==> config.mk <==
export PLATFORM = sky130hd
export DESIGN_NAME = bootrom_arbiter_flat
export DESIGN_NICKNAME = d
export VERILOG_FILES = /design/src/rtl/bootrom_arbiter_if.sv /design/src/rtl/bootrom_arbiter.sv /design/src/flat_wrapper.sv
export SDC_FILE = /design/constraint.sdc
export NUM_CORES = 1
export LEC_CHECK = 0
export BUFFER_PORTS_ARGS = -buffer_cell sky130_fd_sc_hd__buf_2
export CAP_MARGIN = 20
export CORE_MARGIN = 1.5
export CORE_UTILIZATION = 35
export CTS_CLUSTER_DIAMETER = 200
export CTS_CLUSTER_SIZE = 24
export DETAILED_ROUTE_END_ITERATION = 6
export HOLD_SLACK_MARGIN = 0.02
export PLACE_DENSITY = 0.69
export REMOVE_ABC_BUFFERS = 1
export SLEW_MARGIN = 5
export SYNTH_ARGS = -nofsm -noshare
export SYNTH_HDL_FRONTEND = slang
export SYNTH_SLANG_ARGS = --single-unit
==> constraint.sdc <==
create_clock -name clk -period 1.39 [get_ports clk]
set_input_delay 0.278 -clock clk [delete_from_list [all_inputs] [get_ports clk]]
set_output_delay 0.278 -clock clk [all_outputs]
set_load 0.01 [all_outputs]
==> src/rtl/bootrom_arbiter_if.sv <==
`default_nettype none
// ============================================================================
// Module      : bootrom_arbiter_if
// Description : Bundle of the IF/MEM read ports and the single-port ROM port
//               shared by bootrom_arbiter. The slave modport is the arbiter
//               view; the master modport is the CPU/ROM-side view.
// Revision    : 1.0 - initial release
// ============================================================================
interface bootrom_arbiter_if #(
  parameter int ROM_ADDR_WIDTH = 12
);
  // Instruction-fetch port
  logic                      if_req;
  logic [31:0]               if_addr;
  logic                      if_ack;
  logic [31:0]               if_data;
  // Data (load) port
  logic                      mem_req;
  logic [31:0]               mem_addr;
  logic                      mem_ack;
  logic [31:0]               mem_data;
  // Shared single-port ROM
  logic                      rom_en;
  logic [ROM_ADDR_WIDTH-1:0] rom_addr;
  logic [31:0]               rom_data;
  // Status
  logic                      busy;

  modport slave (
    input  if_req, if_addr, mem_req, mem_addr, rom_data,
    output if_ack, if_data, mem_ack, mem_data, rom_en, rom_addr, busy
  );

  modport master (
    output if_req, if_addr, mem_req, mem_addr, rom_data,
    input  if_ack, if_data, mem_ack, mem_data, rom_en, rom_addr, busy
  );
endinterface
`default_nettype wire

==> src/rtl/bootrom_arbiter.sv <==
`default_nettype none
// ============================================================================
// Module      : bootrom_arbiter
// Description : Round-robin arbiter sharing one single-port synchronous boot
//               ROM between the instruction-fetch and data read ports. Fixed
//               three-cycle request-to-ack latency, one-cycle ack pulses and
//               per-port held read-data registers.
// Revision    : 1.0 - initial release
// ============================================================================
module bootrom_arbiter #(
  parameter int ROM_ADDR_WIDTH = 12
) (
  input  logic               clk,
  input  logic               rst,
  bootrom_arbiter_if.slave   bus
);

  typedef enum logic [1:0] {
    S_IDLE = 2'd0,
    S_READ = 2'd1,
    S_WAIT = 2'd2
  } state_t;

  // Port identifiers used for owner and last_grant
  localparam logic c_port_if  = 1'b0;
  localparam logic c_port_mem = 1'b1;

  state_t                    state_q,      state_d;
  logic                      owner_q,      owner_d;
  logic                      last_grant_q, last_grant_d;
  logic [ROM_ADDR_WIDTH-1:0] addr_q,       addr_d;
  logic                      if_ack_q,     if_ack_d;
  logic                      mem_ack_q,    mem_ack_d;
  logic [31:0]               if_data_q,    if_data_d;
  logic [31:0]               mem_data_q,   mem_data_d;

  logic w_if_elig;
  logic w_mem_elig;
  logic w_grant_mem;

  // Byte-offset and wrap bits are deliberately dropped from the word address
  logic w_unused_addr_bits;
  assign w_unused_addr_bits = ^{bus.if_addr[31:ROM_ADDR_WIDTH+2], bus.if_addr[1:0],
                                bus.mem_addr[31:ROM_ADDR_WIDTH+2], bus.mem_addr[1:0]};

  // A port that is being acked this cycle sits out, so the other port wins
  assign w_if_elig  = bus.if_req  & ~if_ack_q;
  assign w_mem_elig = bus.mem_req & ~mem_ack_q;

  // Round-robin pick: single eligible port wins, ties go to the non-last grant
  always_comb begin
    w_grant_mem = 1'b0;
    if (w_if_elig && w_mem_elig) begin
      w_grant_mem = (last_grant_q == c_port_if);
    end else if (w_mem_elig) begin
      w_grant_mem = 1'b1;
    end
  end

  // Next-state and datapath updates for the IDLE/READ/WAIT sequence
  always_comb begin
    state_d      = state_q;
    owner_d      = owner_q;
    last_grant_d = last_grant_q;
    addr_d       = addr_q;
    if_ack_d     = 1'b0;
    mem_ack_d    = 1'b0;
    if_data_d    = if_data_q;
    mem_data_d   = mem_data_q;

    case (state_q)
      S_IDLE: begin
        if (w_if_elig || w_mem_elig) begin
          state_d      = S_READ;
          owner_d      = w_grant_mem ? c_port_mem : c_port_if;
          last_grant_d = w_grant_mem ? c_port_mem : c_port_if;
          addr_d       = w_grant_mem ? bus.mem_addr[ROM_ADDR_WIDTH+1:2]
                                     : bus.if_addr[ROM_ADDR_WIDTH+1:2];
        end
      end
      S_READ: begin
        state_d = S_WAIT;
      end
      S_WAIT: begin
        // ROM output is valid now; only the owner's registers are touched
        if (owner_q == c_port_mem) begin
          mem_data_d = bus.rom_data;
          mem_ack_d  = 1'b1;
        end else begin
          if_data_d  = bus.rom_data;
          if_ack_d   = 1'b1;
        end
        state_d = S_IDLE;
      end
      default: begin
        state_d = S_IDLE;
      end
    endcase
  end

  // State and datapath registers; reset drops any pending transaction
  always_ff @(posedge clk) begin
    if (rst) begin
      state_q      <= S_IDLE;
      owner_q      <= c_port_if;
      last_grant_q <= c_port_mem;
      addr_q       <= '0;
      if_ack_q     <= 1'b0;
      mem_ack_q    <= 1'b0;
      if_data_q    <= '0;
      mem_data_q   <= '0;
    end else begin
      state_q      <= state_d;
      owner_q      <= owner_d;
      last_grant_q <= last_grant_d;
      addr_q       <= addr_d;
      if_ack_q     <= if_ack_d;
      mem_ack_q    <= mem_ack_d;
      if_data_q    <= if_data_d;
      mem_data_q   <= mem_data_d;
    end
  end

  // ROM address is held from the last grant so it does not toggle when idle
  assign bus.rom_en   = (state_q == S_READ);
  assign bus.rom_addr = addr_q;
  assign bus.busy     = (state_q != S_IDLE);
  assign bus.if_ack   = if_ack_q;
  assign bus.if_data  = if_data_q;
  assign bus.mem_ack  = mem_ack_q;
  assign bus.mem_data = mem_data_q;

endmodule
`default_nettype wire
==> src/flat_wrapper.sv <==
// flat-port wrapper written by rule: the top's interface ports become plain ports
module bootrom_arbiter_flat 
#(
  parameter int ROM_ADDR_WIDTH = 12
)
  (clk, rst, bus_if_req, bus_if_addr, bus_mem_req, bus_mem_addr, bus_rom_data, bus_if_ack, bus_if_data, bus_mem_ack, bus_mem_data, bus_rom_en, bus_rom_addr, bus_busy);
  bootrom_arbiter_if #(.ROM_ADDR_WIDTH(ROM_ADDR_WIDTH)) bus_i ();
  input  logic clk;
  input  logic rst;
  input wire logic [$bits(bus_i.if_req)-1:0] bus_if_req;
  input wire logic [$bits(bus_i.if_addr)-1:0] bus_if_addr;
  input wire logic [$bits(bus_i.mem_req)-1:0] bus_mem_req;
  input wire logic [$bits(bus_i.mem_addr)-1:0] bus_mem_addr;
  input wire logic [$bits(bus_i.rom_data)-1:0] bus_rom_data;
  output wire logic [$bits(bus_i.if_ack)-1:0] bus_if_ack;
  output wire logic [$bits(bus_i.if_data)-1:0] bus_if_data;
  output wire logic [$bits(bus_i.mem_ack)-1:0] bus_mem_ack;
  output wire logic [$bits(bus_i.mem_data)-1:0] bus_mem_data;
  output wire logic [$bits(bus_i.rom_en)-1:0] bus_rom_en;
  output wire logic [$bits(bus_i.rom_addr)-1:0] bus_rom_addr;
  output wire logic [$bits(bus_i.busy)-1:0] bus_busy;
  assign bus_i.if_req = bus_if_req;
  assign bus_i.if_addr = bus_if_addr;
  assign bus_i.mem_req = bus_mem_req;
  assign bus_i.mem_addr = bus_mem_addr;
  assign bus_i.rom_data = bus_rom_data;
  assign bus_if_ack = bus_i.if_ack;
  assign bus_if_data = bus_i.if_data;
  assign bus_mem_ack = bus_i.mem_ack;
  assign bus_mem_data = bus_i.mem_data;
  assign bus_rom_en = bus_i.rom_en;
  assign bus_rom_addr = bus_i.rom_addr;
  assign bus_busy = bus_i.busy;
  bootrom_arbiter #(.ROM_ADDR_WIDTH(ROM_ADDR_WIDTH)) u_core (.clk(clk), .rst(rst), .bus(bus_i));
endmodule
# Yosys cells after proc, flatten, opt, wreduce, memory -nomap -nowiden
# Index checks and enable logic that the tools add are counted.
# word_totals
output_inout_bits	80
reg_bits	82
inputBits	100
# classes
reduce_logical	8
mux	8
eq_ne	3
bitwise	7
# op_table
cell	n
12-bit 2-to-1 mux	1
2-bit AND reduction	3
1-bit 2-to-1 mux	5
1-bit inverter	5
2-bit case mux with 2 select lines	1
1-bit bitwise AND	2
2-bit by 1-bit equality test with 1-bit output, second input constant	1
2-bit equality test, second input constant	1
2-bit zero test	1
2-bit 2-to-1 mux	1
2-bit by 1-bit != test with 1-bit output, second input constant	1
2-bit nonzero test	1
2-bit OR reduction	1
1-bit logical AND	1
1-bit logical OR	1

# Longest topological paths before layout
# Gate-level depths: netlist of the first run.
# depth
word_depth	5
mapped_depth	6
ltp_nobuf	4

# Least setup slack after synthesis of the first run
# OpenSTA, ideal clock, no wires.
# synth_timing
path_type	register -> register
startpoint	register u_core.state_q[1]
endpoint	register u_core.owner_q
arrival_time_ns	1.278
path_stages_with_launch	7
slack_ns	-0.016
setup_time_ns	0.128
path_buffers	2
path_cell_list	dfxtp_1 -> or2_1 -> o21ba_4 -> buf_6 -> buf_8 -> mux2i_1 -> nor2_1
# synth_between
elab_chain_len	2
# synth_rtl
element	line	source
start, declared	bootrom_arbiter.sv:28	state_t state_q, state_d;
start signal, assigned	bootrom_arbiter.sv:113	state_q <= state_d;
2-bit zero test	bootrom_arbiter.sv:71	case (state_q)
2-bit AND reduction (no source line)	--	
end signal, assigned	bootrom_arbiter.sv:105	owner_q <= c_port_if;
end signal, assigned	bootrom_arbiter.sv:114	owner_q <= owner_d;
end, declared	bootrom_arbiter.sv:29	logic owner_q, owner_d;
# Every way passes these cells.
# A chain may end at the register's enable or synchronous reset.

# Final worst setup path of the first run
# layout_timing
startpoint	register u_core.state_q[1]
endpoint	output port bus_busy
# layout_between
elab_chain_len	1
# layout_rtl
element	line	source
2-bit nonzero test	bootrom_arbiter.sv:127	assign bus.busy = (state_q != S_IDLE);
end, declared	flat_wrapper.sv:21	output wire logic [$bits(bus_i.busy)-1:0] bus_busy;
# Every way passes these cells.

==> key figures, run 1 <==
Placement
  • DP Cell Count: 606
  • Hpwl dp: 5450 um
  • Gpl congestion: 0.739
  • Port bufs: 139
  • Post-placement cell area: 3910 um^2

Clock tree
  • CTS H-tree depth: 3
  • CTS root buf: clkbuf_8
  • Clk pin slew, worst setup/hold paths: 0.08 ns
  • CTS tree: done
  • CTS Buffer Depth: 2
  • Sink Count: 82
  • CTS Buf Count: 9
  • Worst-Skew Late Latency: 0.34 ns

Floorplanning
  • Core Area: 8260 um^2
  • Starting Density: 0.364
  • Die W: 95.7 um
  • Die Y: 95.7 um
  • Ports: 180
  • DIE AREA: 9160 um^2
  • Rows: 33

Power and ir drop
  • Peak VDD IR: 605 uV
  • PD cells: 1140 nW/um^2
  • Leak pwr: 0.00197 uW

Detailed routing
  • Wirelength per Cell: 12.8 um
  • WL met1: 3440 um
  • Via count: 2962
  • DR top layer: met4
  • Met3 WL: 635 um
  • Via/cell ratio: 4.69
  • DRC: 0
  • Initial drt markers: 88
  • DRT antenna net count: 0
  • DR pass1 iterations: 5
  • Met2 Wirelength: 3920 um
  • Total Routed Length: 8080 um

Layout
  • Most common cell after layout, fill and taps aside: nand2_1
  • Layout cell share with drive strength beyond 1: 0.420
  • Commonest non-fill, non-tap cells in the layout: 149 x nand2_1, 137 x buf_2, 80 x dfxtp_1
  • Nets: 624
  • Layout Utilization: 0.536
  • Finished Cell Area: 4430 um^2
  • Area growth from synthesis to layout: 47.1%
  • Fill cell count: 815
  • Non-filler cells, final: 631
  • Ant. Diodes: 0

Worst setup path
  • Crit path largest cell delay: 0.33 ns
  • CP arrival: 1.15 ns
  • Critical Path RT: 1.11 ns
  • Crit path kind: reg -> out
  • Critical path endpoint category: output pin
  • Worst path slowest cell: dfxtp_2
  • Crit-path max FO: 3
  • Crit path launch type: flop
  • Worst-path cell chain: or2_4, buf_6, buf_6
  • Most common cell on crit path: buf_6

Timing
  • Max Freq: 702 MHz
  • Worst hold slack: 0.183 ns
  • Setup violators final: 3
  • RSZ-0062 raised after global routing: yes
  • Final worst-path cycle share: 1.02
  • Worst Tran Pin Value: 0.441 ns
  • Clock skew: 0.00369 ns
  • Final Hold Viols: 0
  • Setup TNS: -0.0579 ns
  • Final worst slack: -0.0339 ns
  • Worst slew margin: 0.706
  • Fin. max-slew vios: 0
  • Clock period minus worst slack: 1.42 ns

Synthesis
  • Post-synth top area share: 0.546
  • Synthesized instance count: 370
  • Yosys cell types: 23
  • Post-Syn Area: 3010 um^2
  • Avg Cell Area, Syn: 8.13 um^2
  • Seq/Total Area, Yosys: 0.546
  • Area contributors post-synth: dfxtp_1 55%, nand2_1 19%, a21oi_1 11%, a311oi_2 2.5%, clkbuf_1 2.4%
  • Largest area contributor in the netlist: dfxtp_1
  • Ys Warns: 0
  • Seq cells post-synth: 82

GRT
  • First-pass GRT wire length: 11700 um
  • Largest net degree at the start of global routing: 43
  • Vias in the first global route: 2596
  • Grt ovf: 0
  • GRT Util Overall: 0.166
  • Antenna violations before repair: 0

Outcome
  • Status: finished with violations
  • Failing checks: negative setup slack

Job
  • Max-Cap Viols: 0

Min path
  • Worst hold path type: in -> reg
final timing paths:
kind	from	end	slack, ns	depth (start not counted)
max	u_core.state_q[1]	bus_busy	-0.03	3
min	bus_rom_data[21]	u_core.bus.mem_data[21]	0.18	3
max reg2reg	u_core.state_q[1]	u_core.bus.rom_addr[0]	-0.01	5
min reg2reg	u_core.bus.if_data[18]	u_core.bus.if_data[18]	0.45	2
flip-flops by register name, indices dropped and copies added (netlist names):
signal,flops
u_core.bus.if_ack,1
u_core.bus.if_data,32
u_core.bus.mem_ack,1
u_core.bus.mem_data,32
u_core.bus.rom_addr,12
u_core.last_grant_q,1
u_core.owner_q,1
u_core.state_q,2
what timing repair did:
action | in CTS | in global routing
setup endpoints to repair | 6 | 60
buffers inserted | 4 | 3
hold buffers | 0 | 0
pin swaps | 1 | 16
gates resized for setup | 6 | 43
gates cloned | 0 | 5
power by group:
| part | total [uW] | leakage, uW | internal [uW] | switching, uW |
|---|---|---|---|---|
| logic | 807 | 0.00120 | 412 | 396 |
| registers | 2500 | 0.000667 | 2450 | 56.5 |
| clock network | 1750 | 0.000101 | 976 | 771 |
cells by family after synthesis:
family,Yosys count,share of synthesized area
DFF,82,0.546
and+or+nand+nor,181,0.245
AOI/OAI and AO/OA,78,0.160
muxes,1,0.00333
buffers and inverters,28,0.0453
cell usage after synthesis:
cell	n
a211o_1	1
a21oi_1	64
a311oi_1	7
a311oi_2	5
and2_0	1
and3b_1	1
buf_1	1
buf_2	4
buf_4	2
buf_6	1
buf_8	1
clkbuf_1	19
dfxtp_1	82
mux2i_1	1
nand2_1	153
nand3b_1	2
nor2_1	10
nor2_2	5
nor2b_1	6
nor3b_2	1
o21ba_4	1
or2_1	1
or3b_2	1
layer usage:
layer / up-vias / global-route usage
li1: 1508 / -
met1: 1345 / 0.184
met2: 99 / 0.284
met3: 10 / 0.0671
met4: 0 / 0.0576
met5: - / 0
stage by stage:
| step | total power [uW] | setup slack [ns] |
|---|---|---|
| after floorplan | 2830 | -0.259 |
| after global placement | 3180 | 0.0320 |
| after detailed placement | 3190 | 0.000282 |
| after CTS | 4970 | -0.0733 |
| after global routing | 5300 | -0.0864 |
| final | 5060 | -0.0339 |
cell type report:
cell class	count	area, um^2	share of cell area
Clock buffer	9	124	0.0280
Clock inverter	4	70.1	0.0158
Multi-Input combinational cell	260	1320	0.299
Sequential cell	82	1640	0.372
Tap cell	105	131	0.0297
Timing Repair Buffer	171	1130	0.256
worst max-delay path: cells and delay by family (launching register included):
family / cells / cell delay [ns]
buffers and inverters: 2 / 0.23
and+or+nand+nor: 1 / 0.26
DFF: 1 / 0.33
(Power assumes the default switching activity.)
==> run 2, diff against run 1 <==
Settings changed: CORE_UTILIZATION 35 to 40, CTS_BUF_LIST set to sky130_fd_sc_hd__clkbuf_8, PLACE_DENSITY 0.69 to 0.78.
==> key figures, run 2 (same netlist as run 1, synthesis figures left out) <==
Worst setup path
  • Crit path launch type: flop
  • R2R cell count: 4 (-1)
  • Startpoint of the worst register-to-register path: u_core.state_q[1]
  • Crit-path max FO: 7 (+4)
  • Critical Path RT: 1.64 ns (+0.53 ns)
  • Critical path endpoint category: flop
  • Crit path kind: reg -> reg
  • Worst-path cell chain: or2_4, o21ba_2, nor2_1, a311oi_1
  • Crit path largest cell delay: 0.36 ns (+0.03 ns)
  • CP arrival: 1.58 ns (+0.43 ns)
  • Worst path slowest cell: o21ba_2
  • Worst r2r dst: u_core.bus.rom_addr[5]
  • R2R setup slack: 0.06 ns (+0.07 ns)

Clock tree
  • Sink Count: 82 (unchanged)
  • CTS root buf: clkbuf_8
  • CTS tree: done
  • CTS Buf Count: 9 (unchanged)
  • Worst-Skew Late Latency: 0.34 ns (about the same)
  • CTS H-tree depth: 3 (unchanged)
  • Clk pin slew, worst setup/hold paths: 0.08 ns (about the same)
  • Hold buffers post-CTS: 0 (unchanged)
  • CTS Buffer Depth: 2 (unchanged)

GRT
  • First-pass GRT wire length: 13000 um (+11%)
  • Vias in the first global route: 2844 (+9.6%)
  • GRT Util Overall: 0.198 (+0.0328)
  • Grt ovf: 0 (unchanged)
  • Antenna violations before repair: 0 (unchanged)
  • Largest net degree at the start of global routing: 23 (-47%)

Min path
  • Hold_sp: bus_rom_data[30]
  • Hold Path Sink: u_core.bus.if_data[30]
  • Hold path depth: 3 (unchanged)
  • Worst hold path type: in -> reg

Detailed routing
  • DRT antenna net count: 0 (unchanged)
  • Via/cell ratio: 4.92 (+4.8%)
  • Initial drt markers: 93 (+5.7%)
  • DR pass1 iterations: 4 (-1)
  • Via count: 3056 (+3.2%)
  • Total Routed Length: 8020 um (-0.82%)
  • DRC: 0 (unchanged)
  • Wirelength per Cell: 12.9 um (+0.78%)

Layout
  • Nets: 617 (-1.1%)
  • Most common cell after layout, fill and taps aside: nand2_1
  • Area growth from synthesis to layout: 41.4%
  • Finished Cell Area: 4250 um^2 (-3.9%)
  • Fill cell count: 675 (-17%)
  • Layout cell share with drive strength beyond 1: 0.381 (-0.0389)
  • Ant. Diodes: 0 (unchanged)
  • Commonest non-fill, non-tap cells in the layout: 152 x nand2_1, 137 x buf_2, 81 x dfxtp_1

Placement
  • Post-placement cell area: 3930 um^2 (+0.64%)
  • Port bufs: 139 (unchanged)
  • Gpl congestion: 0.784 (+6.2%)
  • Hpwl dp: 5620 um (+3.1%)

Floorplanning
  • Starting Density: 0.415 (+0.0505)
  • Core Area: 7250 um^2 (-12%)
  • Rows: 31 (-6.1%)
  • DIE AREA: 8050 um^2 (-12%)
  • Die W: 89.7 um (-6.3%)
  • Ports: 180 (unchanged)
  • Die Y: 89.7 um (-6.3%)

Job
  • Max-Cap Viols: 0 (unchanged)

Timing
  • Clock skew: 0.00867 ns (+0.00497 ns)
  • Clock period minus worst slack: 1.33 ns (-0.0903 ns)
  • Fin. max-slew vios: 0 (unchanged)
  • Setup TNS: 0 ns (+0.0579 ns)
  • Max Freq: 750 MHz (+6.8%)
  • Final worst-path cycle share: 0.959 (-0.0650)
  • Final Hold Viols: 0 (unchanged)
  • Worst Tran Pin Value: 0.548 ns (+0.107 ns)
  • RSZ-0062 raised after global routing: yes
  • Worst slew margin: 0.634 (-0.0715)
  • Setup violators final: 0 (-3)

Power and ir drop
  • Seq pwr share: 0.493 (-0.002)
  • Leak pwr: 0.00191 uW (-2.8%)
  • Clk pwr share: 0.368 (+0.022)
  • P_int: 3830 uW (-0.17%)
  • Switching share of power: 0.244 (+0.00244)
  • PD cells: 1190 nW/um^2 (+4.2%)
  • Comb pwr share: 0.139 (-0.021)
  • Psw: 1240 uW (+1.2%)
  • Peak VDD IR: 656 uV (+8.4%)

Outcome
  • Status: completed
==> run 2: changes by cell type in the layout (fill, tap and decap cells not counted), sizes merged <==
cell | previous run | this run
buf | 167 | 162
clkbuf | 13 | 10
clkinvlp | 0 | 1
inv | 0 | 1
o21ba | 1 | 3
==> run 2: worst max path at each step <==
stage	cells after the start	startpoint	slack, ns	endpoint
floorplan	3	u_core.state_q[1]	-0.26	u_core.bus.if_data[0]
finish	4	u_core.state_q[1]	0.06	u_core.bus.rom_addr[5]
CTS	3	u_core.state_q[0]	-0.004	bus_rom_en
global route	3	u_core.state_q[0]	-0.01	bus_rom_en
global placement	4	u_core.state_q[1]	-0.06	u_core.last_grant_q
detailed placement	4	u_core.state_q[1]	-0.09	u_core.last_grant_q
==> run 2: per-stage QoR <==
stage	hold WS [ns]	setup WS, ns	util	power, uW	cells
after detailed placement	0.443	-0.0929	0.542	3190	601
after global placement	0.438	-0.0638	0.542	3170	601
after floorplan	0.346	-0.259	-	2830	342
after global routing	0.141	-0.0142	0.587	5300	621
after CTS	0.156	-0.00440	0.578	5070	618
final	0.178	0.0565	0.587	5060	621
==> run 2: power groups by stage <==
stage,clock [uW],sequential (uW),combinational (uW)
after global placement,0,2540,630
after CTS,1900,2490,674
after floorplan,0,2590,241
after detailed placement,0,2550,645
final,1860,2500,704
after global routing,2030,2510,767
==> run 2: metal layers <==
metal	global-route usage	vias to the layer above	wire length [um]	share of wire
met5	0	-	0	0
met4	0.0450	0	95	0.012
met3	0.0871	10	717	0.089
met2	0.354	126	3920	0.49
met1	0.216	1417	3280	0.41
li1	-	1503	-	-
==> run 2: layout make-up <==
class / instances / area [um^2] / area share
repair buffers: 162 / 975 / 0.229
well taps: 99 / 124 / 0.0291
multi-input cells: 262 / 1290 / 0.304
clock inverters: 6 / 81.3 / 0.0191
flip-flops and latches: 82 / 1640 / 0.386
clock buffers: 10 / 138 / 0.0324
==> run 2: worst max-delay path, delay by kind of cell (launching register included) <==
family / cells / cell delay [ns]
AND/OR/NAND/NOR: 2 / 0.34
flip-flops: 1 / 0.32
AO/OA/AOI/OAI: 2 / 0.59
==> run 2: what timing repair did <==
action | in CTS | in global routing
buffers inserted | 0 | 2
hold endpoints to repair | 0 | 0
cloned | 1 | 1
setup endpoints to repair | 16 | 47
gates resized for setup | 8 | 10
